`config.mk`:
```
export PLATFORM = sky130hd
export DESIGN_NAME = key_pulse_conditioner
export DESIGN_NICKNAME = d
export VERILOG_FILES = /design/src/rtl/key_cond_pkg.sv /design/src/rtl/key_sync.sv /design/src/rtl/key_pulse_conditioner.sv
export SDC_FILE = /design/constraint.sdc
export NUM_CORES = 1
export LEC_CHECK = 0
export ABC_AREA = 1
export BUFFER_PORTS_ARGS = -buffer_cell sky130_fd_sc_hd__buf_2
export CORE_UTILIZATION = 55
export CTS_CLUSTER_DIAMETER = 80
export DETAILED_ROUTE_END_ITERATION = 12
export HOLD_SLACK_MARGIN = 0.1
export PLACE_DENSITY = 0.72
export SYNTH_ARGS = -nofsm -noshare
export SYNTH_HDL_FRONTEND = slang
export SYNTH_SLANG_ARGS = --single-unit
```
`constraint.sdc`:
```
create_clock -name CLOCK_50 -period 3.21 [get_ports CLOCK_50]
set_input_delay 0.642 -clock CLOCK_50 [delete_from_list [all_inputs] [get_ports CLOCK_50]]
set_output_delay 0.642 -clock CLOCK_50 [all_outputs]
set_load 0.1 [all_outputs]
```
`src/rtl/key_cond_pkg.sv`:
```
`default_nettype none
// ============================================================================
// Module   : key_cond_pkg
// Brief    : Shared state type, parameter defaults and helpers for the key
//            pulse conditioner family.
// Revision : 1.0 - initial release
// ============================================================================
package key_cond_pkg;

    typedef enum logic [2:0] {
        IDLE       = 3'd0,
        DB_PRESS   = 3'd1,
        HELD       = 3'd2,
        REPEATING  = 3'd3,
        DB_RELEASE = 3'd4
    } kc_state_t;

    localparam int KC_DEBOUNCE_DEF = 250000;
    localparam int KC_DELAY_DEF    = 25000000;
    localparam int KC_PERIOD_DEF   = 5000000;

    localparam int KC_DEBOUNCE_SIM = 4;
    localparam int KC_DELAY_SIM    = 20;
    localparam int KC_PERIOD_SIM   = 8;

    function automatic int kc_max3(input int a, input int b, input int c);
        int m;
        m = (a > b) ? a : b;
        return (m > c) ? m : c;
    endfunction

endpackage
`default_nettype wire

```
`src/rtl/key_sync.sv`:
```
`default_nettype none
// ============================================================================
// Module   : key_sync
// Brief    : Two-flop synchronizer for an active-low switch; output 1 = active.
// Revision : 1.0 - initial release
// ============================================================================
module key_sync (
    input  logic clk_i,
    input  logic rst_i,
    input  logic async_n_i,
    output logic sync_o
);

    logic meta_q;
    logic sync_q;

    // Both stages reset to "released" so a held key looks like a fresh press.
    always_ff @(posedge clk_i) begin
        if (rst_i) begin
            meta_q <= 1'b0;
            sync_q <= 1'b0;
        end else begin
            meta_q <= ~async_n_i;
            sync_q <= meta_q;
        end
    end

    assign sync_o = sync_q;

endmodule
`default_nettype wire

```
`src/rtl/key_pulse_conditioner.sv`:
```
`default_nettype none
// ============================================================================
// Module   : key_pulse_conditioner
// Brief    : Synchronize, debounce and auto-repeat one DE1 push-button into
//            single-cycle FIFO command strobes.
// Revision : 1.0 - initial release
// ============================================================================
module key_pulse_conditioner
    import key_cond_pkg::*;
#(
    parameter int DEBOUNCE_CYCLES = KC_DEBOUNCE_DEF,
    parameter int REPEAT_DELAY    = KC_DELAY_DEF,
    parameter int REPEAT_PERIOD   = KC_PERIOD_DEF,
    parameter bit REPEAT_EN       = 1'b1
) (
    input  logic CLOCK_50,
    input  logic reset,
    input  logic key_n,
    output logic pressed,
    output logic pulse,
    output logic repeat_active
);

    localparam int CNT_W = $clog2(kc_max3(DEBOUNCE_CYCLES, REPEAT_DELAY, REPEAT_PERIOD)) + 1;

    // Debounce waits one count longer than the repeat timers so that press
    // and release both land DEBOUNCE_CYCLES+3 edges after the raw change.
    localparam logic [CNT_W-1:0] DEB_LAST    = CNT_W'(DEBOUNCE_CYCLES);
    localparam logic [CNT_W-1:0] DELAY_LAST  = CNT_W'(REPEAT_DELAY - 1);
    localparam logic [CNT_W-1:0] PERIOD_LAST = CNT_W'(REPEAT_PERIOD - 1);
    localparam logic [CNT_W-1:0] CNT_ONE     = CNT_W'(1);

    logic            s;
    kc_state_t       state_q,   state_d;
    logic [CNT_W-1:0] count_q,  count_d;
    logic            pulse_q,   pulse_d;
    logic            pressed_q, pressed_d;
    logic            repeat_q,  repeat_d;

    key_sync u_sync (
        .clk_i     (CLOCK_50),
        .rst_i     (reset),
        .async_n_i (key_n),
        .sync_o    (s)
    );

    always_ff @(posedge CLOCK_50) begin
        if (reset) begin
            state_q   <= IDLE;
            count_q   <= '0;
            pulse_q   <= 1'b0;
            pressed_q <= 1'b0;
            repeat_q  <= 1'b0;
        end else begin
            state_q   <= state_d;
            count_q   <= count_d;
            pulse_q   <= pulse_d;
            pressed_q <= pressed_d;
            repeat_q  <= repeat_d;
        end
    end

    always_comb begin
        state_d   = state_q;
        count_d   = count_q;
        pulse_d   = 1'b0;
        pressed_d = pressed_q;
        repeat_d  = repeat_q;

        unique case (state_q)
            IDLE: begin
                count_d = '0;
                if (s) begin
                    state_d = DB_PRESS;
                end
            end

            DB_PRESS: begin
                if (!s) begin
                    state_d = IDLE;
                    count_d = '0;
                end else if (count_q == DEB_LAST) begin
                    state_d   = HELD;
                    count_d   = '0;
                    pulse_d   = 1'b1;
                    pressed_d = 1'b1;
                end else begin
                    count_d = count_q + CNT_ONE;
                end
            end

            HELD: begin
                if (!s) begin
                    state_d = DB_RELEASE;
                    count_d = '0;
                end else if (REPEAT_EN) begin
                    if (count_q == DELAY_LAST) begin
                        state_d  = REPEATING;
                        count_d  = '0;
                        pulse_d  = 1'b1;
                        repeat_d = 1'b1;
                    end else begin
                        count_d = count_q + CNT_ONE;
                    end
                end
            end

            REPEATING: begin
                if (!s) begin
                    state_d  = DB_RELEASE;
                    count_d  = '0;
                    repeat_d = 1'b0;
                end else if (count_q == PERIOD_LAST) begin
                    count_d = '0;
                    pulse_d = 1'b1;
                end else begin
                    count_d = count_q + CNT_ONE;
                end
            end

            DB_RELEASE: begin
                // A return to pressed here is a glitch: back to HELD, delay restarts.
                if (s) begin
                    state_d = HELD;
                    count_d = '0;
                end else if (count_q == DEB_LAST) begin
                    state_d   = IDLE;
                    count_d   = '0;
                    pressed_d = 1'b0;
                end else begin
                    count_d = count_q + CNT_ONE;
                end
            end

            default: begin
                state_d   = IDLE;
                count_d   = '0;
                pressed_d = 1'b0;
                repeat_d  = 1'b0;
            end
        endcase
    end

    assign pressed       = pressed_q;
    assign pulse         = pulse_q;
    assign repeat_active = repeat_q;

endmodule
`default_nettype wire

```
==> impl_metrics.py, run 1 <==
metrics = {
    "status": {
        "outcome": "completed",
    },
    "setup_path": {
        "crit_end": "count_q[13]",
        "path_cells": "ha_1 > nand3_1 > inv_1 > nand2_1 > nor2_1 > nand2_1 > nand2_1 > nand2_2 > nand2_4 > nand3_4 > nand2_4 > nor2_1",
        "cpMaxStageDelayCell": "dfxtp_1",
        "cp_slowest_stage_delay_ns": 0.36,
        "crit_top_cell": "nand2_1",
        "end_kind": "flip-flop",
        "cpLargestDelayFamily": "simple AND/OR/NAND/NOR gates",
        "r2r-end": "count_q[13]",
        "critPathMaxFanout": 24,
        "path_buf_inv": 1,
        "crit_type": "flip-flop to flip-flop",
        "cp.depth": 12,
        "required_ns": 3.39,
        "critPathLaunch": "count_q[0]",
        "reg2reg_setup_slack_ns": 1.27,
        "r2r_start": "count_q[0]",
        "startpoint_type": "flip-flop",
        "arrival_ns": 2.11,
        "r2r_cells": 12,
    },
    "clock_tree": {
        "clock_sinks": 34,
        "tritoncts": "built",
        "postCtsHoldBufs": 0,
        "insertion_delay_ns": 0.30,
        "cts_max_path_buffers": 2,
        "path_clk_slew_ns": 0.07,
        "post-cts-setup-buffers": 0,
        "cts-buffers-inserted": 5,
        "cts_resized": 0,
        "cts_root_buffer": "clkbuf_8",
        "htree_levels": 2,
    },
    "final_layout": {
        "layout-drive-gt1-share_pct": 15.51,
        "antennaDiodeCount": 0,
        "nets": 320,
        "fin_util_pct": 63.28,
        "nFillCells": 338,
        "stdcell_count": 362,
        "finalInstanceArea_mm2": 0.002195,
        "area_delta_synth_final_pct": 5.535,
    },
    "timing": {
        "hold_slack_ns": 0.4034,
        "setup_viol": 0,
        "clock.fmax_mhz": 516.6,
        "finalMaxSlewViolations": 0,
        "final-hold-violation-count": 0,
        "finalCritPeriodShare_pct": 60.31,
        "fin_crit_ns": 1.936,
        "rsz0062_at_grt": "no",
        "skew_ns": 0.002875,
        "finalSetupTns_ns": 0,
        "worstMarginPinSlew_ns": 0.4864,
        "max_slew_margin_pct": 67.80,
        "finalWorstSetupSlack_ns": 1.274,
    },
    "grt": {
        "grt_max_degree": 25,
        "grt_pass1_wl_um": 7679,
        "grt.total_usage_pct": 24.37,
        "grt_pass1_vias": 1782,
        "overflow": 0,
        "antenna_found_initial": 0,
    },
    "hold_path": {
        "hold_path_class": "flip-flop to flip-flop",
    },
    "yosys": {
        "syn_avg_cell_area_um2": 6.752,
        "syn_inst": 308,
        "async_flop_share_pct": 0,
        "synth-edff-count": 0,
        "netlist_area_mm2": 0.002079,
        "synth_ff_type": "dfxtp_1",
        "synth.distinct_cells": 29,
        "yosysWarnings": 0,
        "ys_ff_latch": 34,
        "synth-seq-area-share_pct": 32.73,
        "syn-num-nets": 313,
    },
    "drt": {
        "via_count": 1901,
        "final_antenna_net_count": 0,
        "first_pass_iters": 5,
        "wirelength_um": 4319,
        "drt_iter0_markers": 183,
        "drc_errors": 0,
        "avgRoutedWirePerCell_um": 11.93,
        "viasPerCell": 5.251,
    },
    "power_and_ir_drop": {
        "p_leak_nw": 0.8395,
        "power.density_mw_per_mm2": 469.1,
        "peakVddDrop_mv": 0.3747,
        "power_mw": 1.030,
    },
    "floorplanning": {
        "die_w_um": 63.49,
        "start_util_pct": 59.96,
        "rows": 21,
        "core-area_mm2": 0.003468,
        "die_h_um": 63.49,
        "die_area_mm2": 0.004031,
        "io-pin-count": 6,
    },
    "placed_design": {
        "gp_congestion": 0.8965,
        "post_dp_cell_area_mm2": 0.002103,
        "place_hpwl_um": 3260,
        "portBuffers": 5,
        "place_inst": 354,
        "pre_cts_ws_ns": 1.262,
    },
    "run": {
        "maxCapViolCount": 0,
    },
}
[where the power goes]
group	leakage (nW)	internal [mW]	switching, mW
Combinational	0.516	0.0684	0.169
Sequential	0.275	0.441	0.0194
Clock	0.0482	0.173	0.159
[cell families after synthesis]
kind of cell | count (synthesis) | share of synthesized area, %
XOR/XNOR | 16 | 6.739
AND/OR/NAND/NOR | 183 | 42.36
flip-flops | 34 | 32.73
adder cells (fa/ha/maj) | 2 | 1.203
buffers and inverters | 53 | 11.49
AO/OA/AOI/OAI | 20 | 5.476
[layout make-up]
class / instances / area (um^2) / share of cell area [%]
clock buffers: 7 / 86.33 / 3.934
clock inverters: 1 / 5.005 / 0.2281
inverters: 48 / 180.2 / 8.210
multi-input cells: 221 / 1160 / 52.85
flip-flops and latches: 34 / 680.7 / 31.01
well taps: 46 / 57.56 / 2.623
repair buffers: 5 / 25.02 / 1.140
[placed cells by master (no fill, tap or decap)]
cell,n
nand2_1,64
inv_1,45
nor2_1,44
dfxtp_1,34
nor2_2,23
nand3_1,18
xor2_1,13
nand4_1,12
nor3_1,7
o21ai_0,6
a21oi_1,6
clkbuf_8,6
buf_2,5
nand2_2,4
nor4_1,4
inv_2,3
o31ai_1,3
xnor2_1,3
nand2_4,2
nor3_2,2
o21ai_1,2
ha_1,2
nand3_4,1
a211oi_1,1
nand3_2,1
nor2_4,1
a31oi_1,1
o211ai_1,1
clkinv_2,1
clkbuf_1,1
[cell usage after synthesis (4+ instances only)]
cell type / n / share of area, %
nor3_1: 7 / 1.7
nor4_1: 4 / 1.2
o21ai_0: 6 / 1.4
nand3_1: 18 / 4.3
dfxtp_1: 34 / 33
xor2_1: 13 / 5.5
nor2_2: 23 / 6.9
nor2_1: 44 / 7.9
inv_1: 45 / 8.1
nand4_1: 12 / 3.6
nand2_2: 4 / 1.2
a21oi_1: 6 / 1.4
nand2_1: 64 / 12
[worst register-to-register path, stage by stage, from the launching register on]
cell and delay [ns]:
dfxtp_1 0.36, ha_1 0.20, nand3_1 0.11, inv_1 0.14, nand2_1 0.08, nor2_1 0.12
nand2_1 0.06, nand2_1 0.09, nand2_2 0.07, nand2_4 0.09, nand3_4 0.09, nand2_4 0.33
nor2_1 0.08
[metal layers]
metal / up-vias / wire [um] / track usage [%]
met1: 856 / 2052 / 29.36
met3: 12 / 178 / 5.072
met2: 50 / 1972 / 40.03
met4: 0 / 115 / 13.35
li1: 983 / - / -
met5: - / 0 / 0
[flip-flops by register name, indices dropped and copies added, names as in the netlist]
signal	cells
pressed	1
count_q	26
pulse	1
u_sync.meta_q	1
state_q	3
repeat_active	1
u_sync.sync_o	1
[worst min path at each step]
stage                        from       endpoint  slack [ns]  cells past startpoint
floorplan           u_sync.meta_q  u_sync.sync_o        0.39                      2
global placement    u_sync.meta_q  u_sync.sync_o        0.39                      2
finish              u_sync.meta_q  u_sync.sync_o        0.40                      2
detailed placement  u_sync.meta_q  u_sync.sync_o        0.40                      2
CTS                 u_sync.meta_q  u_sync.sync_o        0.41                      2
global route        u_sync.meta_q  u_sync.sync_o        0.43                      2
Note: power is estimated with default switching activity, not from simulation.
==> inputs of run 2 (changes only) <==
--- a/config.mk
+++ b/config.mk
@@ -11,7 +11,7 @@
 export CTS_CLUSTER_DIAMETER = 80
 export DETAILED_ROUTE_END_ITERATION = 12
 export HOLD_SLACK_MARGIN = 0.1
-export PLACE_DENSITY = 0.72
+export PLACE_DENSITY = 0.75
 export SYNTH_ARGS = -nofsm -noshare
 export SYNTH_HDL_FRONTEND = slang
 export SYNTH_SLANG_ARGS = --single-unit
==> constraint.sdc (replaced) <==
create_clock -name CLOCK_50 -period 1.6 [get_ports CLOCK_50]
set_input_delay 0.32 -clock CLOCK_50 [delete_from_list [all_inputs] [get_ports CLOCK_50]]
set_output_delay 0.32 -clock CLOCK_50 [all_outputs]
set_load 0.1 [all_outputs]
==> impl_metrics.py, run 2 (synthesized netlist as in run 1, its figures left out) <==
metrics = {
    "final_layout": {
        "layout_common_cells": "63 x nand2_1, 40 x inv_1, 37 x nor2_1, 30 x buf_4, 29 x nor2_2",
        "antennaDiodeCount": 0,
        "largest_reg_flops": 26,
        "top_register": "count_q",
        "finalInstanceArea_mm2": 0.002636,
        "top_regs": "count_q: 26 flops, state_q: 3 flops",
        "layout_commonest_cell": "nand2_1",
        "layout-drive-gt1-share_pct": 32.10,
        "nets": 356,
        "area_delta_synth_final_pct": 26.78,
        "nFillCells": 283,
    },
    "setup_path": {
        "crit_type": "flip-flop to flip-flop",
        "end_kind": "flip-flop",
        "startpoint_type": "flip-flop",
        "required_ns": 1.80,
        "critPathMaxFanout": 10,
        "arrival_ns": 1.89,
    },
    "timing": {
        "setup_viol": 30,
        "finalSetupTns_ns": -2.125,
        "finalMaxSlewViolations": 0,
        "skew_ns": 0.005188,
        "max_slew_margin_pct": 68.05,
        "final-hold-violation-count": 0,
        "clock.fmax_mhz": 588.9,
        "finalWorstSetupSlack_ns": -0.09799,
        "finalCritPeriodShare_pct": 106.1,
        "rsz0062_at_grt": "yes",
        "fin_crit_ns": 1.698,
        "worstMarginPinSlew_ns": 0.4825,
    },
    "drt": {
        "via_count": 2094,
        "drt_iter0_markers": 184,
        "final_antenna_net_count": 0,
        "viasPerCell": 5.261,
        "wirelength_um": 5226,
        "avgRoutedWirePerCell_um": 13.13,
        "first_pass_iters": 4,
        "drc_errors": 0,
    },
    "status": {
        "violations": "negative setup slack",
        "outcome": "complete, but fails checks",
    },
    "grt": {
        "antenna_found_initial": 0,
        "grt.total_usage_pct": 28.64,
        "grt_pass1_wl_um": 8880,
        "overflow": 0,
        "grt_pass1_vias": 2043,
        "grt_max_degree": 11,
    },
    "power_and_ir_drop": {
        "p_leak_nw": 1.049,
        "peakVddDrop_mv": 0.9415,
        "power.density_mw_per_mm2": 885.2,
    },
    "floorplanning": {
        "rows": 21,
        "die_area_mm2": 0.004031,
        "die_w_um": 63.49,
        "die_h_um": 63.49,
        "core-area_mm2": 0.003468,
        "io-pin-count": 6,
        "start_util_pct": 59.96,
    },
    "clock_tree": {
        "clock_sinks": 34,
        "cts_max_path_buffers": 2,
        "tritoncts": "built",
        "cts_root_buffer": "clkbuf_8",
        "cts-buffers-inserted": 5,
        "htree_levels": 2,
        "path_clk_slew_ns": 0.07,
        "insertion_delay_ns": 0.30,
    },
    "placed_design": {
        "pre_cts_ws_ns": -0.1066,
        "place_hpwl_um": 3843,
        "post_dp_cell_area_mm2": 0.002405,
        "portBuffers": 5,
        "gp_congestion": 0.9472,
    },
    "run": {
        "maxCapViolCount": 0,
    },
    "hold_path": {
        "hold_path_class": "input port to flip-flop",
    },
}
-- run 2: cell types whose count changed in the layout (fill, tap and decap cells not counted), sizes merged --
cell	delta
clkbuf	+1
clkinv	-1
buf	+36
-- run 2: worst paths after layout --
check | startpoint | to | slack [ns] | cells past startpoint
worst max register to register | count_q[0] | count_q[13] | -0.1 | 14
worst min register to register | u_sync.meta_q | u_sync.sync_o | 0.46 | 2
worst min-delay path | key_n | u_sync.meta_q | 0.17 | 2
worst max-delay path | count_q[0] | count_q[13] | -0.1 | 14
-- run 2: layer usage --
layer	vias to the layer above	track usage, %	share of wire (%)
met3	23	5.978	4.0
li1	1055	-	-
met2	55	46.68	49
met5	-	0	0
met4	0	18.18	4.6
met1	961	33.81	43
-- run 2: area by class of cell --
type / count / area [um^2] / share of cell area, %
clock buffer: 8 / 110.1 / 4.177
inverter: 48 / 182.7 / 6.929
multi-input combinational: 221 / 1242 / 47.13
sequential: 34 / 690.7 / 26.20
tap: 46 / 57.56 / 2.183
timing repair buffer: 41 / 352.8 / 13.38
-- run 2: worst max-delay path, stage by stage (launching register included) --
cell,delay (ns)
dfxtp_4,0.36
inv_4,0.06
ha_4,0.12
nand2_2,0.04
nor2_1,0.09
nand2_1,0.07
nor2_2,0.14
nand2_2,0.10
nand2_2,0.09
nand2_2,0.07
nand2_4,0.07
nand3_4,0.08
nand2_4,0.11
buf_12,0.14
nor2_1,0.05
-- run 2: timing repair --
item,in CTS,in global routing
setup endpoints to repair,28,30
resized for setup,7,22
pin swaps,1,4
hold buffers,0,0
buffers inserted,2,3
-- run 2: power breakdown --
part	internal (mW)	switching, mW
combinational	0.248	0.403
sequential	0.885	0.0410
clock	0.434	0.322
total	1.57	0.766
-- run 2: through the flow --
step | power (mW) | hold WS [ns] | cells | utilization (%)
after detailed placement | 1.491 | 0.4133 | 386 | 69.34
final | 2.334 | 0.1739 | 398 | 76.01
after CTS | 2.261 | 0.1746 | 396 | 73.52
after global routing | 2.453 | 0.1901 | 398 | 76.01
after floorplan | 1.345 | 0.3867 | 308 | -
after global placement | 1.473 | 0.3893 | 386 | 69.34
==> inputs of run 3 (changes only) <==
--- a/config.mk
+++ b/config.mk
@@ -14,4 +14,5 @@
 export PLACE_DENSITY = 0.75
 export SYNTH_ARGS = -nofsm -noshare
 export SYNTH_HDL_FRONTEND = slang
+export SYNTH_HIERARCHICAL = 1
 export SYNTH_SLANG_ARGS = --single-unit
==> impl_metrics.py, run 3 <==
metrics = {
    "final_layout": {
        "antennaDiodeCount": 0,
        "nets": 388,
        "layout_commonest_cell": "nand2_1",
        "layout_common_cells": "73 x nand2_1, 52 x buf_4, 48 x nor2_1, 47 x inv_1, 27 x dfxtp_1",
        "top_register": "count_q",
        "regArea_um2": 694.4,
        "nFillCells": 233,
        "multi_input_area_mm2": 0.001267,
        "top_regs": "count_q: 26 flops, state_q: 3 flops",
        "finalInstanceArea_mm2": 0.002826,
        "largest_reg_flops": 26,
        "stdcell_count": 430,
        "area_delta_synth_final_pct": 39.19,
        "layout-drive-gt1-share_pct": 32.55,
    },
    "timing": {
        "rsz0062_at_grt": "yes",
        "finalWorstSetupSlack_ns": -0.1835,
        "fin_crit_ns": 1.784,
        "setup_viol": 29,
        "final-hold-violation-count": 0,
        "finalCritPeriodShare_pct": 111.5,
        "skew_ns": 0.007519,
        "finalMaxSlewViolations": 0,
        "worstMarginPinSlew_ns": 0.4889,
        "max_slew_margin_pct": 67.63,
        "clock.fmax_mhz": 560.7,
    },
    "drt": {
        "via_count": 2334,
        "drc_errors": 0,
        "first_pass_iters": 6,
        "viasPerCell": 5.428,
        "final_antenna_net_count": 0,
        "avgRoutedWirePerCell_um": 14.54,
        "drt_iter0_markers": 262,
        "wirelength_um": 6254,
    },
    "floorplanning": {
        "io-pin-count": 6,
        "die_area_mm2": 0.003939,
        "rows": 21,
        "die_h_um": 62.77,
        "core-area_mm2": 0.003442,
        "die_w_um": 62.77,
        "start_util_pct": 59.00,
    },
    "yosys": {
        "synth_most_common_cell": "nand2_1",
        "async_flop_share_pct": 0,
        "synth-edff-count": 0,
        "synth-seq-area-share_pct": 33.52,
        "syn_inst": 316,
        "synth_ff_type": "dfxtp_1",
        "netlist_top_cells_area": "dfxtp_1 34%, nand2_1 14%, nor2_1 11%, inv_1 9.1%, xor2_1 4.7%",
        "netlist_area_mm2": 0.002031,
        "synth.top_cell.area_share_pct": 33.52,
        "netlist_top_cells_count": "78 x nand2_1, 58 x nor2_1, 49 x inv_1, 34 x dfxtp_1",
        "synth.distinct_cells": 27,
        "yosysWarnings": 6,
        "ys_ff_latch": 34,
        "synth_area_leader_cell": "dfxtp_1",
        "syn-num-nets": 321,
        "syn_avg_cell_area_um2": 6.426,
    },
    "setup_path": {
        "r2r_start": "state_q[2]",
        "reg2reg_setup_slack_ns": -0.18,
        "cp.depth": 9,
        "critPathMaxFanout": 8,
        "end_kind": "flip-flop",
        "path_buf_inv": 3,
        "cpMaxStageDelayCell": "dfxtp_1",
        "critPathLaunch": "state_q[2]",
        "crit_top_cell": "nand2_1",
        "r2r-end": "count_q[2]",
        "cp_slowest_stage_delay_ns": 0.39,
        "cpLargestDelayFamily": "simple AND/OR/NAND/NOR gates",
        "required_ns": 1.83,
        "arrival_ns": 2.01,
        "crit_type": "flip-flop to flip-flop",
        "startpoint_type": "flip-flop",
        "r2r_cells": 9,
        "path_cells": "inv_1 > nand2_1 > nor3_1 > nand2_1 > nand2_2 > o21ai_4 > buf_6 > buf_12 > nor2_2",
    },
    "placed_design": {
        "place_inst": 415,
        "pre_cts_ws_ns": -0.1131,
        "portBuffers": 5,
        "place_hpwl_um": 3936,
        "gp_congestion": 0.9358,
        "post_dp_cell_area_mm2": 0.002475,
    },
    "grt": {
        "overflow": 0,
        "antenna_found_initial": 0,
        "grt.total_usage_pct": 31.12,
        "grt_pass1_vias": 2153,
        "grt_max_degree": 11,
        "grt_pass1_wl_um": 9480,
    },
    "status": {
        "outcome": "complete, but fails checks",
        "violations": "negative setup slack",
    },
    "power_and_ir_drop": {
        "p_leak_nw": 1.182,
        "peakVddDrop_mv": 0.5462,
        "power.density_mw_per_mm2": 848.1,
    },
    "clock_tree": {
        "htree_levels": 2,
        "clock_sinks": 34,
        "cts_root_buffer": "clkbuf_8",
        "cts_max_path_buffers": 2,
        "path_clk_slew_ns": 0.07,
        "tritoncts": "built",
        "insertion_delay_ns": 0.30,
        "cts-buffers-inserted": 5,
    },
    "run": {
        "maxCapViolCount": 0,
    },
    "hold_path": {
        "min_to": "u_sync/meta_q",
        "hold_path_class": "input port to flip-flop",
        "hold_start": "key_n",
        "min_delay_path_depth": 2,
    },
}
run 3: how the worst max path moves through the flow:
| stage | endpoint |
|---|---|
| 3_5_place_dp | count_q[16] |
| 2_1_floorplan | count_q[22] |
| 4_1_cts | count_q[2] |
| 3_3_place_gp | count_q[22] |
| 5_1_grt | count_q[8] |
| 6_report | count_q[2] |
run 3: timing repair:
| item | in CTS | in global routing |
|---|---|---|
| endpoints found under the setup margin | 28 | 31 |
| gates resized for setup | 23 | 31 |
| pin swaps | 11 | 14 |
| hold endpoints to repair | 0 | 0 |
| buffers inserted | 5 | 3 |
| gates cloned | 1 | 0 |
| hold buffers | 0 | 0 |
run 3: worst reg2reg max path, delay by kind of cell, from the launching register on:
family | cells | cell delay (ns)
buffers and inverters | 3 | 0.40
and+or+nand+nor | 5 | 0.85
AOI/OAI and AO/OA | 1 | 0.08
DFF | 1 | 0.39
run 3: layout make-up:
type | instances | area share [%]
Multi-Input combinational cell | 228 | 44.84
Timing Repair Buffer | 63 | 17.84
Tap cell | 46 | 2.036
Clock buffer | 7 | 2.700
Inverter | 51 | 6.950
Clock inverter | 1 | 1.062
Sequential cell | 34 | 24.57
run 3: kinds of logic (layout without fill, tap and decap cells):
group	Yosys count	count (layout)	synth area share, %
AND/OR/NAND/NOR	194	194	42.82
buffers and inverters	54	122	11.09
flip-flops	34	34	33.52
AO/OA/AOI/OAI	19	19	5.731
XOR/XNOR	13	13	5.607
adder cells (fa/ha/maj)	2	2	1.232
run 3: layer usage:
metal,vias up,GRT usage (%),routed length (um)
li1,1121,-,-
met1,1065,38.64,2617
met2,122,51.09,2987
met3,26,7.664,434
met4,0,13.08,214
met5,-,0,0
run 3: stage by stage:
stage	hold slack [ns]	utilization (%)	TNS, ns	power [mW]
after global routing	0.1964	82.12	-7.657	2.483
after floorplan	0.3867	-	0	1.362
after global placement	0.4025	71.90	-1.579	1.464
final	0.1982	82.12	-4.576	2.397
after CTS	0.1873	79.06	-2.574	2.303
after detailed placement	0.4181	71.90	-2.349	1.473
run 3: report_power, final:
part           internal, mW  switching, mW  total [mW]
combinational         0.202          0.465       0.667
sequential            0.891         0.0562       0.947
clock                 0.466          0.317       0.783
